`config.mk`:
```
export PLATFORM = sky130hd
export DESIGN_NAME = otp_word_sequencer
export DESIGN_NICKNAME = d
export VERILOG_FILES = /design/src/rtl/otp_pkg.sv /design/src/rtl/otp_word_fifo.sv /design/src/rtl/otp_word_sequencer.sv
export SDC_FILE = /design/constraint.sdc
export NUM_CORES = 1
export LEC_CHECK = 0
export BUFFER_PORTS_ARGS = -buffer_cell sky130_fd_sc_hd__buf_2
export CORE_MARGIN = 10
export CORE_UTILIZATION = 51
export CTS_BUF_LIST = sky130_fd_sc_hd__clkbuf_8
export DETAILED_ROUTE_END_ITERATION = 10
export GPL_TIMING_DRIVEN = 0
export PLACE_DENSITY = 0.73
export SYNTH_ARGS = -nofsm -noshare
export SYNTH_HDL_FRONTEND = slang
export SYNTH_HIERARCHICAL = 1
export SYNTH_SLANG_ARGS = --single-unit
```
`constraint.sdc`:
```
create_clock -name clk -period 2.8 [get_ports clk]
set_input_delay 0.14 -clock clk [delete_from_list [all_inputs] [get_ports clk]]
set_output_delay 0.14 -clock clk [all_outputs]
set_load 0.01 [all_outputs]
```
`src/rtl/otp_pkg.sv`:
```
// Shared types and widths for the one-time-pad word sequencer slice.
package otp_pkg;
  localparam int OTP_WORD_W = 16;
  localparam int BYTE_W     = 8;

  typedef enum logic [2:0] {
    IDLE    = 3'd0,
    ISSUE   = 3'd1,
    WAIT    = 3'd2,
    RELEASE = 3'd3,
    OUT     = 3'd4
  } otp_state_e;
endpackage

```
`src/rtl/otp_word_fifo.sv`:
```
// Small word FIFO with wrap-around pointers; a push is accepted when full only if a pop happens in the same cycle.
module otp_word_fifo
  import otp_pkg::*;
#(
  parameter int DEPTH = 4,
  localparam int AW = $clog2(DEPTH)
) (
  input  logic                  clk,
  input  logic                  reset,
  input  logic                  push,
  input  logic [OTP_WORD_W-1:0] din,
  input  logic                  pop,
  output logic [OTP_WORD_W-1:0] dout,
  output logic                  full,
  output logic                  empty,
  output logic [AW:0]           count
);
  logic [OTP_WORD_W-1:0] mem [DEPTH];
  logic [AW-1:0]         wr_ptr;
  logic [AW-1:0]         rd_ptr;
  logic                  do_push;
  logic                  do_pop;

  assign full    = (count == (AW+1)'(DEPTH));
  assign empty   = (count == '0);
  assign do_pop  = pop && !empty;
  assign do_push = push && (!full || do_pop);
  assign dout    = mem[rd_ptr];

  always_ff @(posedge clk) begin
    if (do_push) mem[wr_ptr] <= din;
  end

  always_ff @(posedge clk) begin
    if (reset) begin
      wr_ptr <= '0;
      rd_ptr <= '0;
      count  <= '0;
    end else begin
      if (do_push) wr_ptr <= wr_ptr + 1'b1;
      if (do_pop)  rd_ptr <= rd_ptr + 1'b1;
      case ({do_push, do_pop})
        2'b10:   count <= count + 1'b1;
        2'b01:   count <= count - 1'b1;
        default: count <= count;
      endcase
    end
  end
endmodule

```
`src/rtl/otp_word_sequencer.sv`:
```
// Packs bytes into 16-bit words, queues them, and walks each word through the
// encryption block's start/done handshake before presenting it downstream.
module otp_word_sequencer
  import otp_pkg::*;
#(
  parameter int DEPTH   = 4,
  parameter int TIMEOUT = 15,
  localparam int AW = $clog2(DEPTH),
  localparam int TW = (TIMEOUT < 2) ? 1 : $clog2(TIMEOUT)
) (
  input  logic                  clk,
  input  logic                  reset,
  input  logic [BYTE_W-1:0]     in_byte,
  input  logic                  in_valid,
  output logic                  in_ready,
  input  logic                  bypass,
  output logic [OTP_WORD_W-1:0] enc_data,
  output logic                  enc_start,
  output logic                  enc_passthrough,
  input  logic [OTP_WORD_W-1:0] enc_result,
  input  logic                  enc_done,
  output logic [OTP_WORD_W-1:0] out_data,
  output logic                  out_valid,
  input  logic                  out_ready,
  output logic                  overflow,
  output logic                  timeout_err,
  output logic [2:0]            state_dbg,
  output logic [AW:0]           fifo_level_dbg
);
  otp_state_e            state;
  logic                  half;
  logic [BYTE_W-1:0]     hi_byte;
  logic                  pair_done;
  logic [OTP_WORD_W-1:0] packed_word;
  logic                  fifo_pop;
  logic                  fifo_full;
  logic                  fifo_empty;
  logic [OTP_WORD_W-1:0] fifo_dout;
  logic [TW-1:0]         wait_cnt;

  // Both streams use valid/ready: a beat transfers on the rising edge where
  // valid && ready; the producer holds data stable until that edge.
  assign in_ready    = 1'b1;
  assign pair_done   = in_valid && half;
  assign packed_word = {hi_byte, in_byte};
  assign fifo_pop    = (state == IDLE) && !fifo_empty;
  assign state_dbg   = state;

  otp_word_fifo #(.DEPTH(DEPTH)) u_fifo (
    .clk   (clk),
    .reset (reset),
    .push  (pair_done),
    .din   (packed_word),
    .pop   (fifo_pop),
    .dout  (fifo_dout),
    .full  (fifo_full),
    .empty (fifo_empty),
    .count (fifo_level_dbg)
  );

  always_ff @(posedge clk) begin
    if (reset) begin
      half     <= 1'b0;
      hi_byte  <= '0;
      overflow <= 1'b0;
    end else begin
      if (in_valid) begin
        if (!half) hi_byte <= in_byte;
        half <= !half;
      end
      // A pop in the same cycle frees a slot, so only a stalled full FIFO drops.
      if (pair_done && fifo_full && !fifo_pop) overflow <= 1'b1;
    end
  end

  always_ff @(posedge clk) begin
    if (reset) begin
      state           <= IDLE;
      enc_data        <= '0;
      enc_start       <= 1'b0;
      enc_passthrough <= 1'b0;
      out_data        <= '0;
      out_valid       <= 1'b0;
      timeout_err     <= 1'b0;
      wait_cnt        <= '0;
    end else begin
      case (state)
        IDLE: begin
          if (!fifo_empty) begin
            enc_data        <= fifo_dout;
            enc_passthrough <= bypass;
            enc_start       <= 1'b1;
            state           <= ISSUE;
          end
        end
        ISSUE: begin
          wait_cnt <= '0;
          state    <= WAIT;
        end
        WAIT: begin
          if (enc_done) begin
            out_data  <= enc_result;
            enc_start <= 1'b0;
            state     <= RELEASE;
          end else if (wait_cnt == TW'(TIMEOUT - 1)) begin
            timeout_err <= 1'b1;
            out_data    <= '0;
            enc_start   <= 1'b0;
            state       <= RELEASE;
          end else begin
            wait_cnt <= wait_cnt + 1'b1;
          end
        end
        // One low cycle lets the encryption block unlock before the next start.
        RELEASE: begin
          out_valid <= 1'b1;
          state     <= OUT;
        end
        OUT: begin
          if (out_ready) begin
            out_valid <= 1'b0;
            state     <= IDLE;
          end
        end
        default: state <= IDLE;
      endcase
    end
  end
endmodule

```
==> run metrics, run 1 <==
outcome=completed; most common flop cell mapped by yosys=edfxtp_1; final wirelength=~11000 um; Avg Cell Area, Syn=13.4 sq um; Hold/Removal Path Class=primary input to flop; fraction of power spent switching nets=22.5%; Core ar.=9240 sq um; timing-limited maximum frequency=about 0.37 GHz; sequential cell area=roughly 3200 sq um; wire length of the first global-routing pass=roughly 18000 um; Synth Instances=approximately 360; CTS Buf Count=17; area share of the largest cell type after synthesis=approximately two fifths; DR iter-0 viols=~270; layout-stage area growth over the synthesis result=25.7%; antenna-violating nets left=0; share of flip-flops with an asynchronous set or reset=0%; footprint of the multi-input gates=approximately 1500 sq um; worst reg2reg path startpoint=u_fifo/count[0]; effective utilization at floorplan=around 53%; Final Non-Filler Cells=630; area of the mapped netlist=between 4000 and 5000 sq um; library cell with the highest instance count after synthesis=edfxtp_1; share of the core filled with cells=about 66%; Vias/cell=5.25; Worst Hold Launch=in_valid; maximum number of buffers from clock root to sink=2; total DRC errors in the routed layout=0; pin count of the biggest net entering global routing=17; MaxCap Viol Count=0; register-to-register path setup slack=110 ps; Max Fanout on Critical Path=8; post-layout net count=525; leading post-synthesis cells by cell area=edfxtp_1 40%, dfxtp_1 26%, mux4_2 7.4%, nand2_1 3.9%, a22o_1 3.1%; type of the setup path with the least slack=flop to flop; number of library cell types mapped by synthesis=a little over 50; Switching Power=~820 uW; share of cells above drive strength 1=around 32%; number of clock sinks=between 100 and 150; number of I/O pins=74; clock latency on the worst-skew pair=430 ps; WL/cell=17.6 um; flop and latch count out of synthesis=about 130; Chip Height=118 um; design internal power=about 2.8 mW; final hold violations=0; std cell rows=35; vias in the first global route=roughly 3.4k; final antenna diode count=0; Root Buffer=clkbuf_8; endpoints failing setup=0; global route overflow=0; width of the die=around 120 um; all-layer global routing usage=~16%; fin. max-slew vios=0; data arrival time of the critical path=about 3000 ps; post-synthesis sequential area ratio=65.2%; clock-pin transition on the worst setup and hold timing paths=70 ps; number of cells on the worst reg-to-reg path=11; PD cells=about 600 nW/um^2; capturing point of the worst reg2reg path=u_fifo/count[2]; CP endpoint kind=flop; shortest clock period the worst path allows after layout=~2700 ps; worst clock skew on the final layout=around 9.4 ps; Peak supply drop=~0.37 mV; TritonCTS clock tree=yes; count of warnings emitted by yosys=6; Post-synth top cells=64 x edfxtp_1, 62 x dfxtp_1, 51 x nand2_1; DRT Pass-1 Iters=4; number of flops mapped to enable cells by yosys=64; Slew headroom=a little over half; clock power share=approximately two fifths; number of cells in the design after placement=approximately 560; GPL Wtd Cong=around 0.81; relative contribution of combinational cells to total power=between 4 and 5%; number of port buffers=72; required time at the endpoint of the critical path=slightly above 3000 ps; crit share post-route=96.2%; FILL cells=between 600 and 700; hold worst-path end=half; static power due to leakage=roughly 2.3 nW; total via count after detailed routing=between 3k and 4k; Net Count, Synth=400; number of levels in the clock H-tree=4; cell type contributing the most total cell area after synthesis=edfxtp_1; Reg power frac=54.3%; initial antenna violation count=0; HPWL Detailed=7010 um; slew of the pin with the lowest slew margin=about 700 ps; startpoint kind of the worst setup timing path=flop; Hold Path Cell Cnt=3; DIE AREA=13800 sq um
==> cell type report <==
class | count | area share (%)
Timing Repair Buffer | 106 | 11.1
Inverter | 9 | 0.758
Buffer | 22 | 1.89
Sequential cell | 126 | 51.9
Clock inverter | 15 | 2.42
Clock buffer | 17 | 3.83
Timing Repair inverter | 1 | 0.143
Tap cell | 129 | 2.64
Multi-Input combinational cell | 205 | 25.3
==> state kept, by name, summed over array words and instances (netlist names), 2 cells and up, named ones only <==
signal         count
u_fifo/rd_ptr      2
u_fifo/wr_ptr      2
wait_cnt           4
enc_data          16
u_fifo/count       3
state_dbg          3
hi_byte            8
out_data          16
u_fifo/mem        64
==> metal layers <==
metal | up-vias | track usage [%] | wire length [um]
li1 | 1574 | - | -
met1 | 1620 | 18.5 | 4680
met2 | 106 | 27.2 | 5680
met3 | 8 | 4.60 | 609
met4 | 0 | 5.56 | 94
met5 | - | 0 | 0
==> how the worst max path moves through the flow <==
stage	from	slack, ps	cells after the start	to
after CTS	u_fifo/count[0]	60	12	u_fifo/count[2]
after floorplan	u_fifo/count[0]	30	12	u_fifo/count[2]
after global routing	u_fifo/count[0]	-5	11	u_fifo/count[2]
after global placement	u_fifo/count[0]	-150	12	u_fifo/count[2]
final	u_fifo/count[0]	110	11	u_fifo/count[2]
after detailed placement	u_fifo/count[0]	-200	12	u_fifo/count[2]
==> critical path, cell delays in order, from the launching register on <==
cell      delay, ps
dfxtp_2         340
buf_6           110
nor3_1           60
or4_1           480
buf_6           170
clkinv_8         50
o31a_1          170
nand2b_1        100
fa_2            370
nand2b_4        160
o31ai_4         230
mux2_1          330
==> timing repair <==
item / in CTS / in global routing
setup endpoints to repair: 66 / 2
hold endpoints to repair: 56 / 0
hold buffers: 25 / 0
gates resized for setup: 6 / 2
pin swaps: 1 / 3
cloned: 0 / 1
buffers inserted: 1 / 8
==> logic make-up (layout without fill, tap and decap cells) <==
logic type,after synthesis,after routing,share of synthesized area [%]
AO/OA/AOI/OAI,70,70,9.82
XOR/XNOR,6,6,1.08
adder cells (fa/ha/maj),7,7,1.96
buffers and inverters,32,170,3.48
flip-flops,126,126,65.2
multiplexers,19,19,8.09
other,1,1,0.0772
AND/OR/NAND/NOR,102,102,10.3
==> power groups by stage <==
stage	combinational, mW	sequential (mW)	clock [mW]
2_1_floorplan	0.0744	2.02	0
3_3_place_gp	0.132	2.02	0
3_5_place_dp	0.136	2.02	0
4_1_cts	0.165	1.98	1.52
5_1_grt	0.184	1.98	1.61
6_report	0.169	1.98	1.50
==> layout by cell type (no fill, tap or decap), types with 6 or more instances in the layout <==
cell,count
a21oi_1,29
a22o_1,17
buf_4,11
nand2_1,51
ha_1,6
mux4_2,16
buf_2,78
inv_1,9
edfxtp_1,64
dfxtp_1,59
clkbuf_8,17
nor2_1,15
dlygate4sd3_1,25
==> metrics by stage <==
| stage | area [sq um] | TNS, ps | total power, mW | worst slack, ps | hold slack [ps] |
|---|---|---|---|---|---|
| after floorplan | 4860 | 0 | 2.09 | 28.8 | 239 |
| after global routing | 6100 | -4.99 | 3.77 | -4.99 | 25.5 |
| after detailed placement | 5380 | -3020 | 2.16 | -201 | 355 |
| final | 6100 | 0 | 3.65 | 107 | 25.3 |
| after CTS | 6040 | 0 | 3.67 | 62.1 | 8.25 |
| after global placement | 5380 | -780 | 2.15 | -154 | 351 |
Note: power is estimated with default switching activity, not from simulation.
==> inputs of run 2 (changes only) <==
CORE_MARGIN = 1   (was 10)
==> run metrics, run 2 (same netlist as run 1, synthesis figures left out) <==
PD cells=597 nW/um^2 (about the same); DR iter-0 viols=126 (-53%); initial antenna violation count=0 (unchanged); pin count of the biggest net entering global routing=17 (unchanged); Max Fanout on Critical Path=24 (+16); Hold/Removal Path Class=primary input to flop; wire length of the first global-routing pass=16000 um (-9.3%); FILL cells=693 (+0.87%); register with the highest flop count=u_fifo/mem; Vias/cell=5.18 (-1.4%); Reg power frac=55.1% (+0.8 points); Chip Height=99.6 um (-15%); final total negative setup slack=0 ps (unchanged); delay of the slowest critical-path stage=420 ps (-60 ps); worst hold slack across all endpoints=55.1 ps (+29.8 ps); worst clock skew on the final layout=13.4 ps (+3.93 ps); maximum number of buffers from clock root to sink=2 (unchanged); cell area after placement=5380 sq um (unchanged); width of the die=99.6 um (-15%); startpoint kind of the worst setup timing path=flop; registers with the highest flip-flop counts=u_fifo/mem (64), enc_data (16), out_data (16); post-layout instance area=6020 sq um (-1.5%); global route overflow=0 (unchanged); slew of the pin with the lowest slew margin=718 ps (+13.8 ps); CTS Buf Count=17 (unchanged); fraction of power spent switching nets=23.4% (+0.92 points); shortest clock period the worst path allows after layout=2710 ps (+15.7 ps); max reg flops=64 (unchanged); total DRC errors in the routed layout=0 (unchanged); relative contribution of combinational cells to total power=4.5% (about the same); number of port buffers=72 (unchanged); highest-delay cell along the critical path=or4_1; endpoints failing setup=0 (unchanged); HPWL Detailed=6420 um (-8.5%); TritonCTS clock tree=yes; all-layer global routing usage=21.6% (+5.7 points); critical-path cell list=buf_6, nor3_1, or4_1, buf_6, clkinv_8, o31a_1, nand2b_1, fa_2, nand2b_1, o31ai_2, mux2_1; Switching Power=841 uW (+2.5%); DRT Pass-1 Iters=5 (+1); total via count after detailed routing=3220 (-2.7%); number of levels in the clock H-tree=4 (unchanged); DIE AREA=9910 sq um (-28%); number of I/O pins=74 (unchanged); CP endpoint kind=flop; GPL Wtd Cong=0.716 (-11%); outcome=completed; vias in the first global route=3234 (-3.7%); crit share post-route=96.7% (+0.56 points); MaxCap Viol Count=0 (unchanged); required time at the endpoint of the critical path=3100 ps (about the same); number of clock sinks=126 (unchanged); post-layout net count=517 (-1.5%); std cell rows=35 (unchanged); layout-stage area growth over the synthesis result=23.9%; fin. max-slew vios=0 (unchanged); design internal power=2.75 mW (-2.6%); timing-limited maximum frequency=0.369 GHz (-0.58%); final hold violations=0 (unchanged); RSZ-0062 raised after global routing=no; Slew headroom=52.2% (-0.92 points); Root Buffer=clkbuf_8; Peak supply drop=0.439 mV (+18%); effective utilization at floorplan=52.5% (unchanged); final antenna diode count=0 (unchanged); type of the setup path with the least slack=flop to flop; clock power share=40.4% (-0.6 points); clock-pin transition on the worst setup and hold timing paths=80 ps (about the same); share of the core filled with cells=65.1% (-0.96 points); static power due to leakage=2.27 nW (-2.2%); final wirelength=9860 um (-11%); Core ar.=9240 sq um (unchanged); data arrival time of the critical path=3010 ps (about the same); antenna-violating nets left=0 (unchanged); leading cell types in the layout, fill and taps excluded=78 x buf_2, 64 x edfxtp_1, 59 x dfxtp_1; clock latency on the worst-skew pair=420 ps (about the same); most frequent standard cell in the layout excluding fill and tap cells=buf_2; share of cells above drive strength 1=31.4% (-0.90 points); WL/cell=15.8 um (-9.8%)
-- run 2: cell types whose count changed in the layout (fill, tap and decap cells not counted), sizes merged --
cell      delta
inv          +1
bufinv       -1
buf          -7
clkinvlp     -1
-- run 2: cell type report --
type                       count  area, sq um  area share (%)
buffer                        22          115            1.91
clock buffer                  17          234            3.89
sequential                   126         3170            52.6
timing repair buffer          99          626            10.4
tap                          129          161            2.68
inverter                       9         46.3           0.770
multi-input combinational    205         1530            25.4
clock inverter                15          136            2.27
-- run 2: final timing paths --
kind                     end             from  slack [ps]  cells past startpoint
max          u_fifo/count[2]  u_fifo/count[0]          90                     11
min                     half         in_valid          60                      3
max reg2reg  u_fifo/count[2]  u_fifo/count[0]          90                     11
min reg2reg      enc_data[4]      enc_data[4]         450                      2
-- run 2: timing repair --
item,CTS,global route
resized for setup,6,0
hold endpoints to repair,56,0
endpoints found under the setup margin,66,2
hold buffers,25,0
setup buffers,1,1
-- run 2: worst max-delay path: cells and delay by family, from the launching register on --
family | cells | cell delay, ps
simple gates | 4 | 740
flops | 1 | 340
compound gates | 2 | 360
fa+ha+maj | 1 | 400
mux | 1 | 340
buf+inv | 3 | 410
-- run 2: power groups by stage --
stage                     combinational (mW)  sequential [mW]  clock, mW
after global placement                 0.132             2.02          0
after floorplan                       0.0744             2.02          0
after CTS                              0.163             1.98       1.49
final                                  0.163             1.98       1.45
after detailed placement               0.135             2.02          0
after global routing                   0.179             1.98       1.57
-- run 2: metrics by stage --
stage	setup slack, ps	power [mW]	instances
floorplan	28.8	2.09	363
global placement	-164	2.15	564
detailed placement	-204	2.16	564
CTS	0.569	3.63	622
global route	7.93	3.73	622
finish	91.7	3.59	622
-- run 2: layer usage --
layer | global-route usage, % | vias up | share of wire, % | wire length (um)
met1 | 27.2 | 1556 | 43 | 4290
met2 | 35.6 | 99 | 51 | 4990
met3 | 6.04 | 2 | 5.4 | 529
li1 | - | 1563 | - | -
met4 | 8.26 | 0 | 0.47 | 46
met5 | 0 | - | 0 | 0
==> inputs of run 3 (changes only) <==
CORE_UTILIZATION = 50   (was 51)
MAX_ROUTING_LAYER = met4   (was not set)
PLACE_DENSITY = 0.71   (was 0.73)
==> run metrics, run 3 (same netlist as run 1, synthesis figures left out) <==
outcome=completed; number of clock sinks=126 (unchanged); Chip Height=101 um (+0.97%); initial antenna violation count=0 (unchanged); CP endpoint kind=flop; register with the highest flop count=u_fifo/mem; MaxCap Viol Count=0 (unchanged); shortest clock period the worst path allows after layout=2720 ps (+9.13 ps); total DRC errors in the routed layout=0 (unchanged); registers with the highest flip-flop counts=u_fifo/mem (64), enc_data (16), out_data (16); data arrival time of the critical path=3020 ps (about the same); leading cell types in the layout, fill and taps excluded=78 x buf_2, 64 x edfxtp_1, 59 x dfxtp_1; share of cells above drive strength 1=31.9% (+0.49 points); wire length of the first global-routing pass=15800 um (-0.65%); pin count of the biggest net entering global routing=17 (unchanged); worst clock skew on the final layout=13.7 ps (+0.344 ps); width of the die=101 um (+0.97%); post-route worst setup slack=82.6 ps (-9.13 ps); Core ar.=9330 sq um (+0.95%); clock latency on the worst-skew pair=430 ps (about the same); layout-stage area growth over the synthesis result=26.4%; Slew headroom=52.0% (-0.18 points); number of I/O pins=74 (unchanged); effective utilization at floorplan=52.0% (-0.49 points); WL/cell=16.2 um (+2.4%); DIE AREA=10100 sq um (+2.0%); HPWL Detailed=6320 um (-1.5%); highest-delay cell along the critical path=or4_1; final hold violations=0 (unchanged); post-layout total power=3.77 mW (+4.9%); post-layout instance area=6140 sq um (+2.0%); number of port buffers=72 (unchanged); Root Buffer=clkbuf_8; global route overflow=0 (unchanged); most frequent standard cell in the layout excluding fill and tap cells=buf_2; Peak supply drop=0.322 mV (-27%); clock-pin transition on the worst setup and hold timing paths=70 ps (about the same); cell area after placement=5380 sq um (unchanged); crit share post-route=97.1% (+0.33 points); post-layout net count=522 (+0.97%); Max Fanout on Critical Path=24 (unchanged); final wirelength=10200 um (+3.3%); delay of the slowest critical-path stage=510 ps (+90 ps); DRT Pass-1 Iters=6 (+1); TritonCTS clock tree=yes; static power due to leakage=2.33 nW (+2.6%); std cell rows=35 (unchanged); Hold/Removal Path Class=primary input to flop; type of the setup path with the least slack=flop to flop; PD cells=614 nW/um^2 (+2.8%); max reg flops=64 (unchanged); setup slack after placement=-207 ps (-3.12 ps); endpoints failing setup=0 (unchanged); GPL Wtd Cong=0.809 (+13%); total via count after detailed routing=3274 (+1.7%); antenna-violating nets left=0 (unchanged); required time at the endpoint of the critical path=3100 ps (about the same); timing-limited maximum frequency=0.368 GHz (-0.34%); DR iter-0 viols=179 (+42%); startpoint kind of the worst setup timing path=flop; number of levels in the clock H-tree=4 (unchanged); CTS Buf Count=17 (unchanged); maximum number of buffers from clock root to sink=2 (unchanged); vias in the first global route=3156 (-2.4%); slew of the pin with the lowest slew margin=720 ps (+2.77 ps); all-layer global routing usage=22.1% (+0.53 points); critical-path cell list=buf_6, nor3_1, or4_1, buf_8, clkinv_16, o31a_1, nand2b_1, fa_2, nand2b_4, o31ai_4, mux2_1; final antenna diode count=0 (unchanged); fin. max-slew vios=0 (unchanged); Vias/cell=5.22 (+0.87%)
==> run 3: cell types whose count changed in the layout (fill, tap and decap cells not counted), sizes merged <==
cell / before / now
inv: 13 / 10
bufinv: 1 / 3
clkbuf: 24 / 25
buf: 89 / 94
==> run 3: layout make-up <==
| type | count | area, sq um |
|---|---|---|
| clock buffers | 18 | 248 |
| repair buffers | 104 | 663 |
| flip-flops and latches | 126 | 3170 |
| clock inverters | 14 | 169 |
| fillers | 704 | 3190 |
| well taps | 129 | 161 |
| multi-input cells | 205 | 1550 |
| inverters | 9 | 60.1 |
| plain buffers | 22 | 119 |
==> run 3: critical path: cells and delay by family, from the launching register on <==
family	cells	cell delay (ps)
AO/OA/AOI/OAI	2	400
adder cells (fa/ha/maj)	1	340
buffers and inverters	3	360
flip-flops	1	330
multiplexers	1	340
AND/OR/NAND/NOR	4	810
==> run 3: timing repair <==
| item | 4_1_cts | 5_1_grt |
|---|---|---|
| buffers inserted | 1 | 6 |
| hold buffers | 25 | 0 |
| pin swaps | 0 | 3 |
| endpoints found under the hold margin | 57 | 0 |
| setup endpoints to repair | 66 | 2 |
| resized for setup | 6 | 7 |
| gates cloned | 0 | 0 |
==> run 3: final timing paths <==
kind	startpoint	endpoint	slack (ps)	depth (start not counted)
worst min-delay path	in_valid	half	30	3
worst min register to register	enc_data[6]	enc_data[6]	450	2
worst max register to register	u_fifo/count[0]	u_fifo/count[2]	80	11
worst max-delay path	u_fifo/count[0]	u_fifo/count[2]	80	11
==> run 3: where the power goes <==
part / switching, mW / internal [mW]
Clock: 0.718 / 0.903
Sequential: 0.0173 / 1.96
Combinational: 0.0893 / 0.0775
==> run 3: through the flow <==
| step | std cells | util, % | hold slack (ps) | setup TNS, ps |
|---|---|---|---|---|
| after detailed placement | 564 | 57.7 | 353 | -6170 |
| after floorplan | 363 | - | 239 | 0 |
| after global routing | 627 | 65.8 | 21.7 | -2.43 |
| after global placement | 564 | 57.7 | 351 | -2630 |
| after CTS | 622 | 65.1 | 2.47 | -31.6 |
| final | 627 | 65.8 | 30.4 | 0 |
==> run 3: layer usage <==
layer	track usage [%]	vias up	wire length, um
met5	-	-	0
li1	-	1572	-
met3	5.62	14	559
met1	26.4	1593	4290
met2	35.9	95	5150
met4	9.25	0	176
